===== config.mk =====
export PLATFORM = sky130hd
export DESIGN_NAME = preg_free_list
export DESIGN_NICKNAME = d
export VERILOG_FILES = /design/src/rtl/preg_free_list_pkg.sv /design/src/rtl/preg_free_list.sv
export SDC_FILE = /design/constraint.sdc
export NUM_CORES = 1
export LEC_CHECK = 0
export BUFFER_PORTS_ARGS = -buffer_cell sky130_fd_sc_hd__buf_2
export CAP_MARGIN = 5
export CORE_MARGIN = 1.5
export CORE_UTILIZATION = 58
export CTS_CLUSTER_DIAMETER = 50
export DETAILED_ROUTE_END_ITERATION = 10
export HOLD_SLACK_MARGIN = 0.03
export PLACE_DENSITY_LB_ADDON = 0.2
export SLEW_MARGIN = 40
export SYNTH_ARGS = -nofsm -noshare
export SYNTH_HDL_FRONTEND = slang
export SYNTH_SLANG_ARGS = --single-unit

===== constraint.sdc =====
create_clock -name clk -period 5.75 [get_ports clk]
set_clock_uncertainty 0.1 [all_clocks]
set_input_delay 0.8625 -clock clk [delete_from_list [all_inputs] [get_ports clk]]
set_output_delay 0.8625 -clock clk [all_outputs]
set_load 0.02 [all_outputs]

===== src/rtl/preg_free_list_pkg.sv =====
// Shared physical-register constants and types for rename, register file and ROB.
// Tags below NUM_AREG hold the architectural mapping at reset.
package preg_free_list_pkg;

  localparam int PREG_WIDTH    = 6;
  localparam int NUM_PREG      = 64;
  localparam int NUM_AREG      = 32;
  localparam int FL_CNT_WIDTH  = PREG_WIDTH + 1;
  localparam int FREE_BASE_RST = NUM_AREG;
  localparam int NUM_FREE_RST  = NUM_PREG - NUM_AREG;
  // Tag 0 can never be free, so one slot of the pool is always unused.
  localparam int MAX_OCCUPANCY = NUM_PREG - 1;

  typedef logic [PREG_WIDTH-1:0]   preg_tag_t;
  typedef logic [FL_CNT_WIDTH-1:0] fl_cnt_t;
  typedef logic [FL_CNT_WIDTH:0]   fl_occ_t;

  function automatic logic [1:0] pop2(input logic a, input logic b);
    return {1'b0, a} + {1'b0, b};
  endfunction

endpackage


===== src/rtl/preg_free_list.sv =====
// Circular free list of physical register tags: one allocation and up to two
// reclaims per cycle. Define FREELIST_CHECK_EN to trap double frees (adds dup_err_tag).
module preg_free_list
  import preg_free_list_pkg::*;
(
  input  logic                  clk,
  input  logic                  rst,
  input  logic                  alloc_req,
  output logic                  alloc_grant,
  output logic [PREG_WIDTH-1:0] alloc_tag,
  input  logic                  free0_valid,
  input  logic [PREG_WIDTH-1:0] free0_tag,
  input  logic                  free1_valid,
  input  logic [PREG_WIDTH-1:0] free1_tag,
  output logic [FL_CNT_WIDTH-1:0] free_count,
`ifdef FREELIST_CHECK_EN
  output logic [PREG_WIDTH-1:0] dup_err_tag,
`endif
  output logic                  empty,
  output logic                  overflow_err
);

  preg_tag_t mem [NUM_PREG];
  preg_tag_t head;
  preg_tag_t tail;
  preg_tag_t tail_p1;
  fl_cnt_t   count;
  logic      err_q;

  logic      eff0, eff1;
  logic      acc0, acc1;
  logic      dup0, dup1;
  logic      ovf;
  logic      push0, push1;
  logic [1:0] nfree;
  fl_occ_t   occ_next;

`ifdef FREELIST_CHECK_EN
  logic [NUM_PREG-1:0] in_list;
  preg_tag_t           dup_tag_q;
`endif

  assign empty        = (count == '0);
  assign free_count   = count;
  assign alloc_tag    = mem[head];
  assign alloc_grant  = alloc_req && !empty && !rst;
  assign overflow_err = err_q;
  assign tail_p1      = tail + preg_tag_t'(1);

  // A release of tag 0 is the x0 mapping retiring and never enters the pool.
  assign eff0 = free0_valid && (free0_tag != '0);
  assign eff1 = free1_valid && (free1_tag != '0);

  // NOTE: every signal written in always_comb gets a default first, so no path
  // can leave it unassigned and infer a latch.
  always_comb begin
    dup0 = 1'b0;
    dup1 = 1'b0;
`ifdef FREELIST_CHECK_EN
    dup0 = eff0 && in_list[free0_tag];
    dup1 = eff1 && (in_list[free1_tag] || (eff0 && (free0_tag == free1_tag)));
`endif
    acc0 = eff0 && !dup0;
    acc1 = eff1 && !dup1;
  end

  // Occupancy check covers frees and the grant together, so a full list may
  // still accept a free in a cycle that also hands a tag out.
  always_comb begin
    nfree    = pop2(acc0, acc1);
    occ_next = {1'b0, count} + fl_occ_t'(nfree) - fl_occ_t'(alloc_grant);
    ovf      = (occ_next > fl_occ_t'(MAX_OCCUPANCY));
    push0    = acc0 && !ovf;
    push1    = acc1 && !ovf;
  end

  // NOTE: sequential state uses non-blocking assignments only, so every read
  // in this block sees the pre-edge value regardless of statement order.
  always_ff @(posedge clk) begin
    if (rst) begin
      head  <= '0;
      tail  <= preg_tag_t'(NUM_FREE_RST);
      count <= fl_cnt_t'(NUM_FREE_RST);
      err_q <= 1'b0;
    end else begin
      if (alloc_grant) head <= head + preg_tag_t'(1);
      tail  <= tail + preg_tag_t'(pop2(push0, push1));
      count <= count + fl_cnt_t'(pop2(push0, push1)) - fl_cnt_t'(alloc_grant);
      if (ovf || dup0 || dup1) err_q <= 1'b1;
    end
  end

  // NOTE: the storage array is reset on purpose: the initial free tags must be
  // present in order, so this memory cannot be left to power-up contents.
  always_ff @(posedge clk) begin
    if (rst) begin
      for (int i = 0; i < NUM_PREG; i++) begin
        mem[i] <= (i < NUM_FREE_RST) ? preg_tag_t'(i + FREE_BASE_RST) : '0;
      end
    end else begin
      if (push0) mem[tail] <= free0_tag;
      if (push1) mem[push0 ? tail_p1 : tail] <= free1_tag;
    end
  end

`ifdef FREELIST_CHECK_EN
  always_ff @(posedge clk) begin
    if (rst) begin
      for (int i = 0; i < NUM_PREG; i++) begin
        in_list[i] <= (i >= FREE_BASE_RST);
      end
      dup_tag_q <= '0;
    end else begin
      if (alloc_grant) in_list[alloc_tag] <= 1'b0;
      if (push0)       in_list[free0_tag] <= 1'b1;
      if (push1)       in_list[free1_tag] <= 1'b1;
      if (dup1)        dup_tag_q <= free1_tag;
      else if (dup0)   dup_tag_q <= free0_tag;
    end
  end

  assign dup_err_tag = dup_tag_q;
`endif

endmodule


==> results of run 1 <==
## worst max path at each step
stage,cells after the start,slack (ns),endpoint,startpoint
2_1_floorplan,22,0.006,free_count[6],free0_tag[4]
3_3_place_gp,21,0.12,free_count[6],free1_tag[0]
3_5_place_dp,21,0.007,free_count[6],free1_tag[0]
4_1_cts,21,0.59,free_count[6],free1_tag[0]
5_1_grt,21,0.27,free_count[6],free1_tag[0]
6_report,21,0.49,free_count[6],free1_tag[0]
## metrics by stage
stage | power [mW] | utilization [%] | setup WS (ns) | hold WS (ns) | cell area, um^2
2_1_floorplan | 5.27 | - | 0.00551 | 0.372 | 22300
3_3_place_gp | 6.18 | 61.3 | 0.123 | 0.380 | 23200
3_5_place_dp | 6.22 | 61.5 | 0.00740 | 0.374 | 23200
4_1_cts | 8.96 | 65.1 | 0.585 | 0.401 | 24600
5_1_grt | 9.27 | 65.3 | 0.273 | 0.425 | 24600
6_report | 9.11 | 65.3 | 0.489 | 0.397 | 24600
## cells by family (layout without fill, tap and decap cells)
kind of cell	after synthesis	in the layout
buffers and inverters	245	244
xor gates and xnor gates	16	16
adders and majority gates	20	20
DFF	410	410
and+or+nand+nor	233	233
AOI/OAI and AO/OA	516	516
muxes	133	133
## cell usage in the layout (no fill, tap or decap), drive strengths merged, types with 3 or more instances in the layout
cell / instances
a21oi: 15
ha: 18
nand4: 3
buf: 142
o21ai: 12
inv: 24
dfxtp: 26
clkinvlp: 3
xor2: 5
nand3: 14
bufinv: 3
clkinv: 15
o22ai: 68
nor3: 9
o211ai: 12
xnor2: 11
nand2: 91
nor2: 61
or3: 7
mux2i: 5
edfxtp: 384
mux4: 126
clkbuf: 57
a22oi: 32
nor2b: 10
and2: 8
a31oi: 5
and3: 3
o221ai: 64
o32a: 76
a32oi: 8
or2: 8
o311a: 5
nand2b: 12
o32ai: 204
## where the power goes
group / internal [mW] / switching (mW) / total (mW)
combinational: 0.878 / 1.91 / 2.79
clock: 1.60 / 1.21 / 2.81
sequential: 3.40 / 0.116 / 3.51
total: 5.87 / 3.24 / 9.11
## state kept, by name, indices dropped and copies added, names as in the netlist, named ones only
| signal | count |
|---|---|
| overflow_err | 1 |
| tail | 6 |
| free_count | 7 |
| head | 6 |
| mem | 384 |
## per-layer routing
layer	vias to the layer above	global-route usage [%]	routed length, um
li1	6723	-	-
met1	8376	53.1	25900
met2	1760	57.2	33000
met3	362	12.4	12900
met4	4	17.6	4500
met5	-	0	23
## area by class of cell
cell class              count  area share [%]
clock buffers              57            4.83
clock inverters            22           0.787
inverters                  23           0.350
multi-input cells         918            37.7
flip-flops and latches    410            48.9
well taps                 511            2.59
repair buffers            142            4.74
## worst min-delay path: stages (launching register included)
cell and delay (ns):
dfxtp_1 0.32, nand2_1 0.08, a21oi_1 0.06
==> impl_metrics.json, run 1 <==
{
  "syn_area_mm2": 0.0223,
  "fin_setup_tns_ns": 0,
  "port_buffers": 32,
  "clk_pin_slew_worst_paths_ns": 0.05,
  "crit_top_cell": "ha_1",
  "post-synth-top-area-fraction_pct": 51.6,
  "grt_pass1_vias": 16283,
  "drcViolationCount": 0,
  "tightest_slew_ns": 0.973,
  "multiInputGateArea_mm2": 0.00930,
  "pin_count": 33,
  "synth_top_family_by_area": "compound AO/OA/AOI/OAI gates",
  "ir_drop_v": 0.000357,
  "n_antenna_cell": 0,
  "cp_cell_sequence": "buf_2 > or4_1 > o31ai_1 > buf_4 > inv_1 > ha_1 > a211oi_2 > nor3_1 > o311a_1 > o211ai_4 > nor2_1 > ha_1 > or3_1 > nand2_1 > ha_1 > fa_1 > a21oi_1 > o21ai_0 > a21oi_1 > xor2_1 > nor2_1",
  "crit_path_max_incr_delay_ns": 0.54,
  "cp.required_ns": 6.10,
  "synthAdderAreaFrac_pct": 1.19,
  "slowest_stage": "or4_1",
  "synth_top_area_cell": "edfxtp_1",
  "max-cap-violations": 0,
  "leakagePower_nw": 6.91,
  "rsz0062_at_grt": "false",
  "post_cts_resized": 0,
  "antenna_found_initial": 3,
  "final_cells": 2083,
  "startpoint_type": "input pin",
  "period_share_pct": 91.5,
  "routed_wl_um": 76300,
  "crit_fanout": 4,
  "detail_route.wl_per_cell_um": 36.6,
  "power_density_mw_per_mm2": 370,
  "min_period_ns": 5.26,
  "hold_viol_final": 0,
  "syn_avg_cell_area_um2": 14.2,
  "ys_top_cells_by_area": "edfxtp_1 52%, mux4_2 13%, o32ai_1 6.6%",
  "clk_path_buf_depth": 3,
  "grt_pass1_wl_um": 110000,
  "critical_path_arrival_ns": 5.61,
  "finalSetupViolations": 0,
  "ctsRootBufferMaster": "clkbuf_16",
  "hp-start": "head[1]",
  "die_h_um": 199,
  "drv_slew": 0,
  "drt_iter0_drc": 3507,
  "endpoint_kind": "flip-flop",
  "regToRegEndpoint": "free_count[6]",
  "cts_tree": "done",
  "synth_compound_area_share_pct": 20.8,
  "core_mm2": 0.0378,
  "avgViaCountPerCell": 8.27,
  "cp.buffers_inverters": 3,
  "place_inst": 2004,
  "n_fill_cell": 2653,
  "crit_type": "in2reg",
  "row_count": 71,
  "synth_xor_area_share_pct": 0.627,
  "synthMostInstantiatedCell": "edfxtp_1",
  "ys_types": 70,
  "syn-num-nets": 1610,
  "vias": 17225,
  "postCtsSetupRepairBufs": 0,
  "grt-ovfl-total": 0,
  "grt_max_degree": 52,
  "htreeDepth": 2,
  "cts_made_buffers": 45,
  "synth_edf_count": 384,
  "fin_nets": 1577,
  "start_util_pct": 59.2,
  "yosysSeqAreaShare_pct": 54.0,
  "whs_path_depth": 2,
  "r2r_start": "free_count[2]",
  "status": "finished clean",
  "place_hpwl_um": 50400,
  "yosys.area_share.simple_pct": 5.13,
  "first_pass_iters": 7,
  "yosysWarnings": 0,
  "ant_nets": 0,
  "cts.sinks": 410,
  "crit_family": "compound AO/OA/AOI/OAI gates",
  "ctsHoldBuffers": 0,
  "syn-instance-count": 1573,
  "ff2ff_setup_slack_ns": 0.72,
  "worstSkewPairLatency_ns": 0.57,
  "relSlewSlack_pct": 35.0,
  "reg2reg_depth": 22,
  "syn2layout_area_growth_pct": 10.3,
  "fp.dieW_um": 199,
  "hp-class": "reg2reg",
  "yosys-top-cells-count": "384 x edfxtp_1, 169 x o32ai_1, 126 x mux4_2, 93 x clkbuf_1, 91 x nand2_1",
  "grt_use_total_pct": 38.9,
  "dieArea_mm2": 0.0397,
  "async_reset_ff_share_pct": 0,
  "synth-seq-cells": 410,
  "seq_area_mm2": 0.0121,
  "max_freq_ghz": 0.190,
  "muxShareOfSynthArea_pct": 13.0,
  "layout-drive-gt1-share_pct": 27.2,
  "synthFlopType": "edfxtp_1",
  "routabilityCongestion": 0.962
}
No activity file was read; power rests on OpenSTA's default activity.
==> inputs of run 2 (changes only) <==
BUFFER_PORTS_ARGS = unset   (was -buffer_cell sky130_fd_sc_hd__buf_2)
DONT_BUFFER_PORTS = 1   (was unset)
==> run 2 against run 1 <==
  * Hold slack lost 0.16 ns
  * Critical path depth rose by 1
  * Fmax rose by 2.3%
  * Largest cell class unchanged
  * Sequential power up 1%
  * Die area is the same
  * Global-route usage rose by 0.76 points
  * Highest routed layer unchanged
  * Via count down 0.21%
  * Sequential share of layout area is essentially flat
  * First-iteration DRC count shrank 7.4%
  * Combinational power decreased by 4%
  * Sequential cell count unchanged
==> impl_metrics.json, run 2 (synthesis gave the netlist of run 1 again) <==
{
  "layout-drive-gt1-share_pct": 26.1,
  "pin_count": 33,
  "clk_path_buf_depth": 3,
  "avgViaCountPerCell": 8.34,
  "first_pass_iters": 7,
  "row_count": 71,
  "fin_nets": 1548,
  "hold_slack_ns": 0.238,
  "power_density_mw_per_mm2": 383,
  "ctsHoldBuffers": 0,
  "hold_viol_final": 0,
  "cts_tree": "done",
  "syn2layout_area_growth_pct": 10.4,
  "die_h_um": 199,
  "reg2reg_depth": 22,
  "port_buffers": 0,
  "start_util_pct": 59.2,
  "leakagePower_nw": 6.86,
  "core_mm2": 0.0378,
  "min_period_ns": 5.14,
  "relSlewSlack_pct": 36.7,
  "clk_pin_slew_worst_paths_ns": 0.05,
  "cts_made_buffers": 47,
  "htreeDepth": 2,
  "vias": 17188,
  "largest_reg_flops": 384,
  "cts.sinks": 410,
  "max-cap-violations": 0,
  "drv_slew": 0,
  "rsz0062_at_grt": "false",
  "detail_route.wl_per_cell_um": 37.5,
  "ctsRootBufferMaster": "clkbuf_16",
  "cp.required_ns": 6.12,
  "crit_end": "free_count[6]",
  "drt_iter0_drc": 3249,
  "startpoint_type": "flip-flop",
  "fin_setup_tns_ns": 0,
  "top_register": "mem",
  "r2r_start": "free_count[2]",
  "worstSkewPairLatency_ns": 0.58,
  "layout_common_cells": "384 x edfxtp_1, 169 x o32ai_1, 126 x mux4_2",
  "place_hpwl_um": 50100,
  "postCtsSetupRepairBufs": 0,
  "fp.dieW_um": 199,
  "hp-class": "in2reg",
  "ant_nets": 0,
  "cp-startpoint": "free_count[2]",
  "critical_path_arrival_ns": 5.52,
  "grt_pass1_wl_um": 112000,
  "mostFrequentLayoutCell": "edfxtp_1",
  "grt_use_total_pct": 39.7,
  "grt_max_degree": 57,
  "p_total_mw": 9.44,
  "endpoint_kind": "flip-flop",
  "ff2ff_setup_slack_ns": 0.61,
  "crit_type": "reg2reg",
  "final_core_utilization_pct": 65.3,
  "max_freq_ghz": 0.194,
  "ir_drop_v": 0.000310,
  "regToRegEndpoint": "free_count[6]",
  "grt-ovfl-total": 0,
  "grt_pass1_vias": 16314,
  "routabilityCongestion": 0.973,
  "dieArea_mm2": 0.0397,
  "period_share_pct": 89.4,
  "antenna_found_initial": 4,
  "tightest_slew_ns": 0.948,
  "status": "finished clean",
  "post_cts_resized": 0,
  "drcViolationCount": 0,
  "routed_wl_um": 77200,
  "finalSetupViolations": 0,
  "crit_fanout": 4
}
-- run 2: cell types whose count changed in the layout (fill, tap and decap cells not counted), sizes merged --
| cell | delta |
|---|---|
| bufinv | +5 |
| buf | -31 |
| clkinv | +1 |
| clkbuf | +1 |
| clkinvlp | -1 |
| diode | +2 |
-- run 2: final cells by class --
cell class	instances	area (um^2)
fill	2676	13100
sequential	410	12100
multi-input combinational	918	9290
clock buffer	58	1280
timing repair buffer	111	963
tap	511	639
clock inverter	27	342
inverter	23	86.3
antenna	2	5.00
-- run 2: per-layer routing --
layer  up-vias  GRT usage (%)  share of wire (%)
li1       6667              -                  -
met1      8414           53.6                 34
met2      1756           56.7                 42
met3       349           15.3                 18
met4         2           18.3                5.8
met5         -              0              0.017
-- run 2: metrics by stage --
step           std cells  worst slack, ns  cell area [um^2]
6_report            2060            0.608             24700
5_1_grt             2058            0.223             24700
4_1_cts             2056            0.596             24600
3_5_place_dp        1971            0.191             23000
3_3_place_gp        1968            0.362             23000
2_1_floorplan       1573          0.00551             22300
-- run 2: worst min-delay path by stage --
stage / from / to / cells past startpoint
detailed placement: head[1] / flip-flop / 2
global placement: head[1] / flip-flop / 2
CTS: rst / flip-flop / 1
finish: rst / tail[2] / 1
floorplan: head[5] / flip-flop / 2
global route: rst / tail[2] / 1
-- run 2: critical path: stages, from the launching register on --
cell	delay (ns)
dfxtp_1	0.48
inv_1	0.13
ha_1	0.21
nand4_1	0.14
nand2_1	0.14
nor2_1	0.20
xnor2_1	0.17
ha_1	0.29
a211oi_2	0.29
nor3_1	0.09
o311a_1	0.39
o211ai_4	0.29
nor2_1	0.10
ha_1	0.33
or3_1	0.19
nand2_1	0.07
ha_1	0.22
fa_1	0.46
a21oi_1	0.16
o21ai_0	0.15
a21oi_1	0.22
xor2_1	0.18
nor2_1	0.05
-- run 2: power breakdown --
part | switching, mW | internal, mW | leakage, nW
logic | 1.86 | 0.834 | 2.30
registers | 0.167 | 3.40 | 3.78
clock network | 1.25 | 1.94 | 0.787
total | 3.28 | 6.16 | 6.86
